$ cat config.mk
export PLATFORM = sky130hd
export DESIGN_NAME = uart_rx
export DESIGN_NICKNAME = d
export VERILOG_FILES = /design/src/rtl/uart_pkg.sv /design/src/rtl/uart_rx_fifo.sv /design/src/rtl/uart_rx.sv
export SDC_FILE = /design/constraint.sdc
export NUM_CORES = 1
export LEC_CHECK = 0
export BUFFER_PORTS_ARGS = -buffer_cell sky130_fd_sc_hd__buf_2
export CORE_MARGIN = 3
export CORE_UTILIZATION = 40
export DETAILED_ROUTE_END_ITERATION = 10
export GPL_TIMING_DRIVEN = 1
export PLACE_DENSITY_LB_ADDON = 0.12
export SYNTH_ARGS = -nofsm -noshare
export SYNTH_HDL_FRONTEND = slang
export SYNTH_SLANG_ARGS = --single-unit
$ cat constraint.sdc
create_clock -name clk_i -period 2.6 [get_ports clk_i]
set_input_delay 0.52 -clock clk_i [delete_from_list [all_inputs] [get_ports clk_i]]
set_output_delay 0.52 -clock clk_i [all_outputs]
set_load 0.005 [all_outputs]
$ cat src/rtl/uart_pkg.sv
// rtl/uart_pkg.sv - shared UART types and constants for the receiver and transmitter
// Contents:
//   rx_state_e        receiver FSM state encoding
//   UART_DATA_BITS    data bits per frame (8N1)
//   UART_OS_RATE      oversample ticks per bit
//   UART_OS_DIV_9600  system clocks per oversample tick at 100 MHz / 9600 baud
package uart_pkg;

  localparam int UART_DATA_BITS   = 8;
  localparam int UART_OS_RATE     = 16;
  localparam int UART_OS_DIV_9600 = 651;

  typedef enum logic [2:0] {
    IDLE,
    START,
    DATA,
    STOP,
    BREAK
  } rx_state_e;

endpackage

$ cat src/rtl/uart_rx_fifo.sv
// rtl/uart_rx_fifo.sv - parameterised show-ahead byte FIFO with overrun pulse
// Ports:
//   clk_i        system clock
//   rst_i        asynchronous active-low reset, empties the FIFO
//   push_i       write push_data_i this cycle (dropped when full without a pop)
//   push_data_i  byte to write
//   pop_i        consumer ready; pops only when the FIFO is not empty
//   data_o       head entry, forced to 0 while empty
//   valid_o      FIFO not empty
//   count_o      occupancy 0..DEPTH
//   overrun_o    one-cycle pulse after a push was dropped
module uart_rx_fifo #(
  parameter int DEPTH = 4,
  parameter int WIDTH = 8
) (
  input  logic                     clk_i,
  input  logic                     rst_i,
  input  logic                     push_i,
  input  logic [WIDTH-1:0]         push_data_i,
  input  logic                     pop_i,
  output logic [WIDTH-1:0]         data_o,
  output logic                     valid_o,
  output logic [$clog2(DEPTH):0]   count_o,
  output logic                     overrun_o
);

  localparam int AW = $clog2(DEPTH);

  logic [WIDTH-1:0] mem_q [DEPTH];
  logic [AW:0]      wr_ptr_q, wr_ptr_d;
  logic [AW:0]      rd_ptr_q, rd_ptr_d;
  logic             overrun_q;
  logic             empty, full, pop_ok, push_ok;

  // Pointers carry an extra wrap bit: equal -> empty, equal except wrap bit -> full.
  assign empty   = (wr_ptr_q == rd_ptr_q);
  assign full    = (wr_ptr_q[AW] != rd_ptr_q[AW]) && (wr_ptr_q[AW-1:0] == rd_ptr_q[AW-1:0]);
  assign pop_ok  = pop_i & ~empty;
  // A pop on the same edge frees the slot, so a push into a full FIFO still lands.
  assign push_ok = push_i & (~full | pop_ok);

  always_comb begin
    wr_ptr_d = wr_ptr_q + (AW+1)'(push_ok);
    rd_ptr_d = rd_ptr_q + (AW+1)'(pop_ok);
  end

  always_ff @(posedge clk_i or negedge rst_i) begin
    if (!rst_i) begin
      wr_ptr_q  <= '0;
      rd_ptr_q  <= '0;
      overrun_q <= 1'b0;
    end else begin
      wr_ptr_q  <= wr_ptr_d;
      rd_ptr_q  <= rd_ptr_d;
      overrun_q <= push_i & full & ~pop_ok;
    end
  end

  // Storage needs no reset: data_o is masked while empty.
  always_ff @(posedge clk_i) begin
    if (push_ok) begin
      mem_q[wr_ptr_q[AW-1:0]] <= push_data_i;
    end
  end

  assign data_o    = empty ? '0 : mem_q[rd_ptr_q[AW-1:0]];
  assign valid_o   = ~empty;
  assign count_o   = wr_ptr_q - rd_ptr_q;
  assign overrun_o = overrun_q;

endmodule

$ cat src/rtl/uart_rx.sv
// rtl/uart_rx.sv - oversampling 8N1 UART receiver with show-ahead receive FIFO
// Ports:
//   clk_i        system clock
//   rst_i        asynchronous active-low reset
//   rx_i         asynchronous serial line, idle high
//   data_o       byte at FIFO head, valid while valid_o=1
//   valid_o      FIFO not empty
//   ready_i      consumer pops the head when valid_o & ready_i
//   frame_err_o  one-cycle pulse: stop bit sampled low
//   overrun_o    one-cycle pulse: byte dropped, FIFO full
//   busy_o       receiver FSM not in IDLE
//   count_o      FIFO occupancy
module uart_rx
  import uart_pkg::*;
#(
  parameter int OS_DIV     = UART_OS_DIV_9600,
  parameter int OS_RATE    = UART_OS_RATE,
  parameter int FIFO_DEPTH = 4
) (
  input  logic                          clk_i,
  input  logic                          rst_i,
  input  logic                          rx_i,
  output logic [UART_DATA_BITS-1:0]     data_o,
  output logic                          valid_o,
  input  logic                          ready_i,
  output logic                          frame_err_o,
  output logic                          overrun_o,
  output logic                          busy_o,
  output logic [$clog2(FIFO_DEPTH):0]   count_o
);

  localparam int                OSW       = $clog2(OS_RATE);
  localparam logic [15:0]       DIV_LAST  = 16'(OS_DIV - 1);
  localparam logic [OSW-1:0]    HALF_LAST = OSW'(OS_RATE / 2 - 1);
  localparam logic [OSW-1:0]    BIT_LAST  = OSW'(OS_RATE - 1);

  rx_state_e                  state_q;
  logic                       sync1_q, rx_s_q;
  logic [15:0]                div_q;
  logic [OSW-1:0]             os_q;
  logic [2:0]                 idx_q;
  logic [UART_DATA_BITS-1:0]  shift_q;
  logic                       frame_err_q, busy_q;
  logic                       tick, push;

  always_ff @(posedge clk_i or negedge rst_i) begin
    if (!rst_i) begin
      sync1_q <= 1'b1;
      rx_s_q  <= 1'b1;
    end else begin
      sync1_q <= rx_i;
      rx_s_q  <= sync1_q;
    end
  end

  assign tick = (div_q == DIV_LAST);
  // Stop-bit centre with the line high: byte goes into the FIFO on this edge.
  assign push = (state_q == STOP) && tick && (os_q == BIT_LAST) && rx_s_q;

  always_ff @(posedge clk_i or negedge rst_i) begin
    if (!rst_i) begin
      state_q     <= IDLE;
      div_q       <= '0;
      os_q        <= '0;
      idx_q       <= '0;
      shift_q     <= '0;
      frame_err_q <= 1'b0;
      busy_q      <= 1'b0;
    end else begin
      frame_err_q <= 1'b0;
      // Divider parks at 0 in IDLE so every frame starts phase-aligned to its falling edge.
      if (state_q == IDLE) div_q <= '0;
      else                 div_q <= tick ? '0 : div_q + 16'd1;

      case (state_q)
        IDLE: begin
          os_q <= '0;
          if (!rx_s_q) begin
            state_q <= START;
            busy_q  <= 1'b1;
          end
        end
        START: begin
          if (tick) begin
            if (os_q == HALF_LAST) begin
              // Re-check mid start bit; a high line here was a glitch.
              os_q  <= '0;
              idx_q <= '0;
              if (!rx_s_q) begin
                state_q <= DATA;
              end else begin
                state_q <= IDLE;
                busy_q  <= 1'b0;
              end
            end else begin
              os_q <= os_q + 1'b1;
            end
          end
        end
        DATA: begin
          if (tick) begin
            os_q <= os_q + 1'b1;  // wraps to 0 after BIT_LAST
            if (os_q == BIT_LAST) begin
              shift_q <= {rx_s_q, shift_q[UART_DATA_BITS-1:1]};
              if (idx_q == 3'd7) state_q <= STOP;
              else               idx_q   <= idx_q + 3'd1;
            end
          end
        end
        STOP: begin
          if (tick) begin
            os_q <= os_q + 1'b1;
            if (os_q == BIT_LAST) begin
              if (rx_s_q) begin
                state_q <= IDLE;
                busy_q  <= 1'b0;
              end else begin
                frame_err_q <= 1'b1;
                state_q     <= BREAK;
              end
            end
          end
        end
        BREAK: begin
          // Held-low line stays here without further error pulses.
          if (rx_s_q) begin
            state_q <= IDLE;
            busy_q  <= 1'b0;
          end
        end
        default: begin
          state_q <= IDLE;
          busy_q  <= 1'b0;
        end
      endcase
    end
  end

  uart_rx_fifo #(
    .DEPTH (FIFO_DEPTH),
    .WIDTH (UART_DATA_BITS)
  ) u_fifo (
    .clk_i       (clk_i),
    .rst_i       (rst_i),
    .push_i      (push),
    .push_data_i (shift_q),
    .pop_i       (ready_i),
    .data_o      (data_o),
    .valid_o     (valid_o),
    .count_o     (count_o),
    .overrun_o   (overrun_o)
  );

  assign frame_err_o = frame_err_q;
  assign busy_o      = busy_q;

endmodule

==> results.json <==
{
  "io_buffers": 18,
  "p_total_mw": 2.48,
  "outcome": "finished, final reports clean",
  "fin_nets": 326,
  "hold_class": "in -> async",
  "critical_path_class": "reg -> reg",
  "yosysWarnings": 0,
  "ant_nets": 0,
  "layout_setup_ws_ns": 0.215,
  "die_x_um": 101,
  "fin_crit_sh_pct": 91.7,
  "area_growth_pct": 12.4,
  "start_util_pct": 41.4,
  "crit_fanout": 8,
  "vias": 2198,
  "gp_congestion": 0.759,
  "p_int_mw": 1.80,
  "power.switching_mw": 0.678,
  "synth_cells": 283,
  "clkSinkCount": 77,
  "drcViolationCount": 0,
  "p_per_area_nw_per_um2": 608,
  "grt_pass1_vias": 2213,
  "synth_flop_cell": "dfrtp_1",
  "drt-pass1-iter-count": 4,
  "synth_top_cell_by_area": "dfrtp_1",
  "clk_latency_ns": 0.35,
  "startpoint_type": "flip-flop",
  "antenna_found_initial": 0,
  "drive_above_1_share_pct": 25.1,
  "cts_repair_resize_count": 0,
  "htreeDepth": 3,
  "place.detailed.hpwl_um": 4510,
  "relSlewSlack_pct": 62.5,
  "cts_buffer_depth": 2,
  "synth_seq_cells": 77,
  "setup_violations": 0,
  "async_reset_ff_share_pct": 58.4,
  "syn_avg_cell_area_um2": 12.8,
  "clock_skew_ns": 0.00958,
  "crit_arrival_ns": 2.62,
  "syn_nets": 299,
  "clockRootBuffer": "clkbuf_8",
  "drt-vias-per-instance": 5.20,
  "grt_max_degree": 20,
  "hold_viol_final": 0,
  "clock.fmax_mhz": 419,
  "reg2reg_setup_slack_ns": 0.22,
  "peakVddDrop_mv": 0.281,
  "worstMarginPinSlew_ns": 0.558,
  "grt_pass1_wl_um": 11100,
  "post_drt_wl_per_cell_um": 15.5,
  "instances_no_fill": 423,
  "p_leak_nw": 1.79,
  "rows": 34,
  "synth_area_um2": 3620,
  "synth_top_area_share_pct": 29.7,
  "core_area_um2": 8760,
  "post-cts-setup-buffers": 0,
  "synth_edf_count": 32,
  "numPlacedInstances": 407,
  "required_ns": 2.83,
  "cts_buffers": 9,
  "cts_tree": "done",
  "die_height_um": 101,
  "clkTransAtPathRegs_ns": 0.09,
  "grt.overflow.total": 0,
  "hold_buffers": 0,
  "layout_common_cells": "dfrtp_1, edfxtp_1, nor2_1",
  "diodes": 0,
  "synth_area_leaders": "dfrtp_1, edfxtp_1, mux4_2, mux2_2, ha_1",
  "ys_types": 51,
  "grt_usage_pct": 14.0,
  "swShare_pct": 27.4,
  "endpoint_kind": "flip-flop",
  "period_minus_slack_ns": 2.38,
  "final_common_cell": "dfrtp_1",
  "final_max_slew_viol_count": 0,
  "synth_seq_area_share_pct": 57.6,
  "boundaryPins": 19,
  "place_ws_ns": 0.202,
  "rsz0062_at_grt": "false",
  "die_area_um2": 10200,
  "pwr-share-comb_pct": 13.7,
  "seqPwrFrac_pct": 52.5,
  "power_frac_clock_pct": 33.8,
  "setup_tns_ns": 0,
  "drt-total-wl_um": 6540,
  "first_iter_violations": 75,
  "drv_cap": 0
}
[final cells by class]
| cell class | count | area [um^2] |
|---|---|---|
| fillers | 807 | 4690 |
| flip-flops and latches | 77 | 2090 |
| multi-input cells | 178 | 1430 |
| repair buffers | 32 | 195 |
| well taps | 108 | 135 |
| clock buffers | 9 | 124 |
| clock inverters | 7 | 57.6 |
| inverters | 12 | 45.0 |
[through the flow]
step / instance area (um^2) / hold slack, ns / util (%)
after floorplan: 3620 / 0.224 / -
after global placement: 3890 / 0.346 / 44.4
after detailed placement: 3890 / 0.349 / 44.4
after CTS: 4070 / 0.0967 / 46.5
after global routing: 4070 / 0.108 / 46.5
final: 4070 / 0.101 / 46.5
[cell usage after synthesis (9+ instances only)]
cell	count
inv_1	12
mux2_2	13
nand4_1	9
nor2_1	24
nor2b_1	10
nand2_1	11
nand3_1	12
edfxtp_1	32
clkbuf_1	14
dfrtp_1	43
xnor2_1	11
ha_1	11
[cells by family (layout without fill, tap and decap cells)]
| logic type | Yosys count | in the layout | synth area share [%] |
|---|---|---|---|
| DFF | 77 | 77 | 57.6 |
| and+or+nand+nor | 104 | 104 | 16.9 |
| AOI/OAI and AO/OA | 20 | 20 | 3.97 |
| xor gates and xnor gates | 19 | 19 | 4.59 |
| muxes | 22 | 22 | 9.29 |
| buffers and inverters | 28 | 60 | 2.97 |
| adders and majority gates | 13 | 13 | 4.63 |
[power by group through the flow]
stage	Combinational (mW)	Clock, mW	Sequential [mW]
6_report	0.339	0.836	1.30
5_1_grt	0.390	0.933	1.31
4_1_cts	0.359	0.872	1.30
3_5_place_dp	0.359	0	1.33
3_3_place_gp	0.356	0	1.33
2_1_floorplan	0.222	0	1.33
[state kept, by name, indices dropped and copies added, names as in the netlist, 3 cells and up]
signal           count
div_q               16
idx_q                3
u_fifo.wr_ptr_q      3
u_fifo.rd_ptr_q      3
state_q              3
os_q                 4
shift_q              8
u_fifo.mem_q        32
[critical path: stages, from the launching register on]
cell,delay [ns]
dfrtp_1,0.42
inv_1,0.07
ha_1,0.14
nor3b_1,0.34
nand4_2,0.30
nor4_4,0.60
mux2_2,0.39
[worst paths after layout]
kind                           from                  to  depth (start not counted)
setup / recovery           div_q[0]          shift_q[1]                          6
max in group asynchronous     rst_i  u_fifo.wr_ptr_q[1]                          2
hold reg to reg             sync1_q              rx_s_q                          0
hold / removal                rst_i            idx_q[2]                          1
min in group clk_i             rx_i             sync1_q                          1
setup reg to reg           div_q[0]          shift_q[1]                          6
[per-layer routing]
metal	up-vias	GRT usage, %	wire (um)
met2	36	22.3	3080
li1	1083	-	-
met3	7	3.31	212
met1	1072	18.5	3180
met5	-	0	0
met4	0	5.52	69
Note: power is estimated with default switching activity, not from simulation.
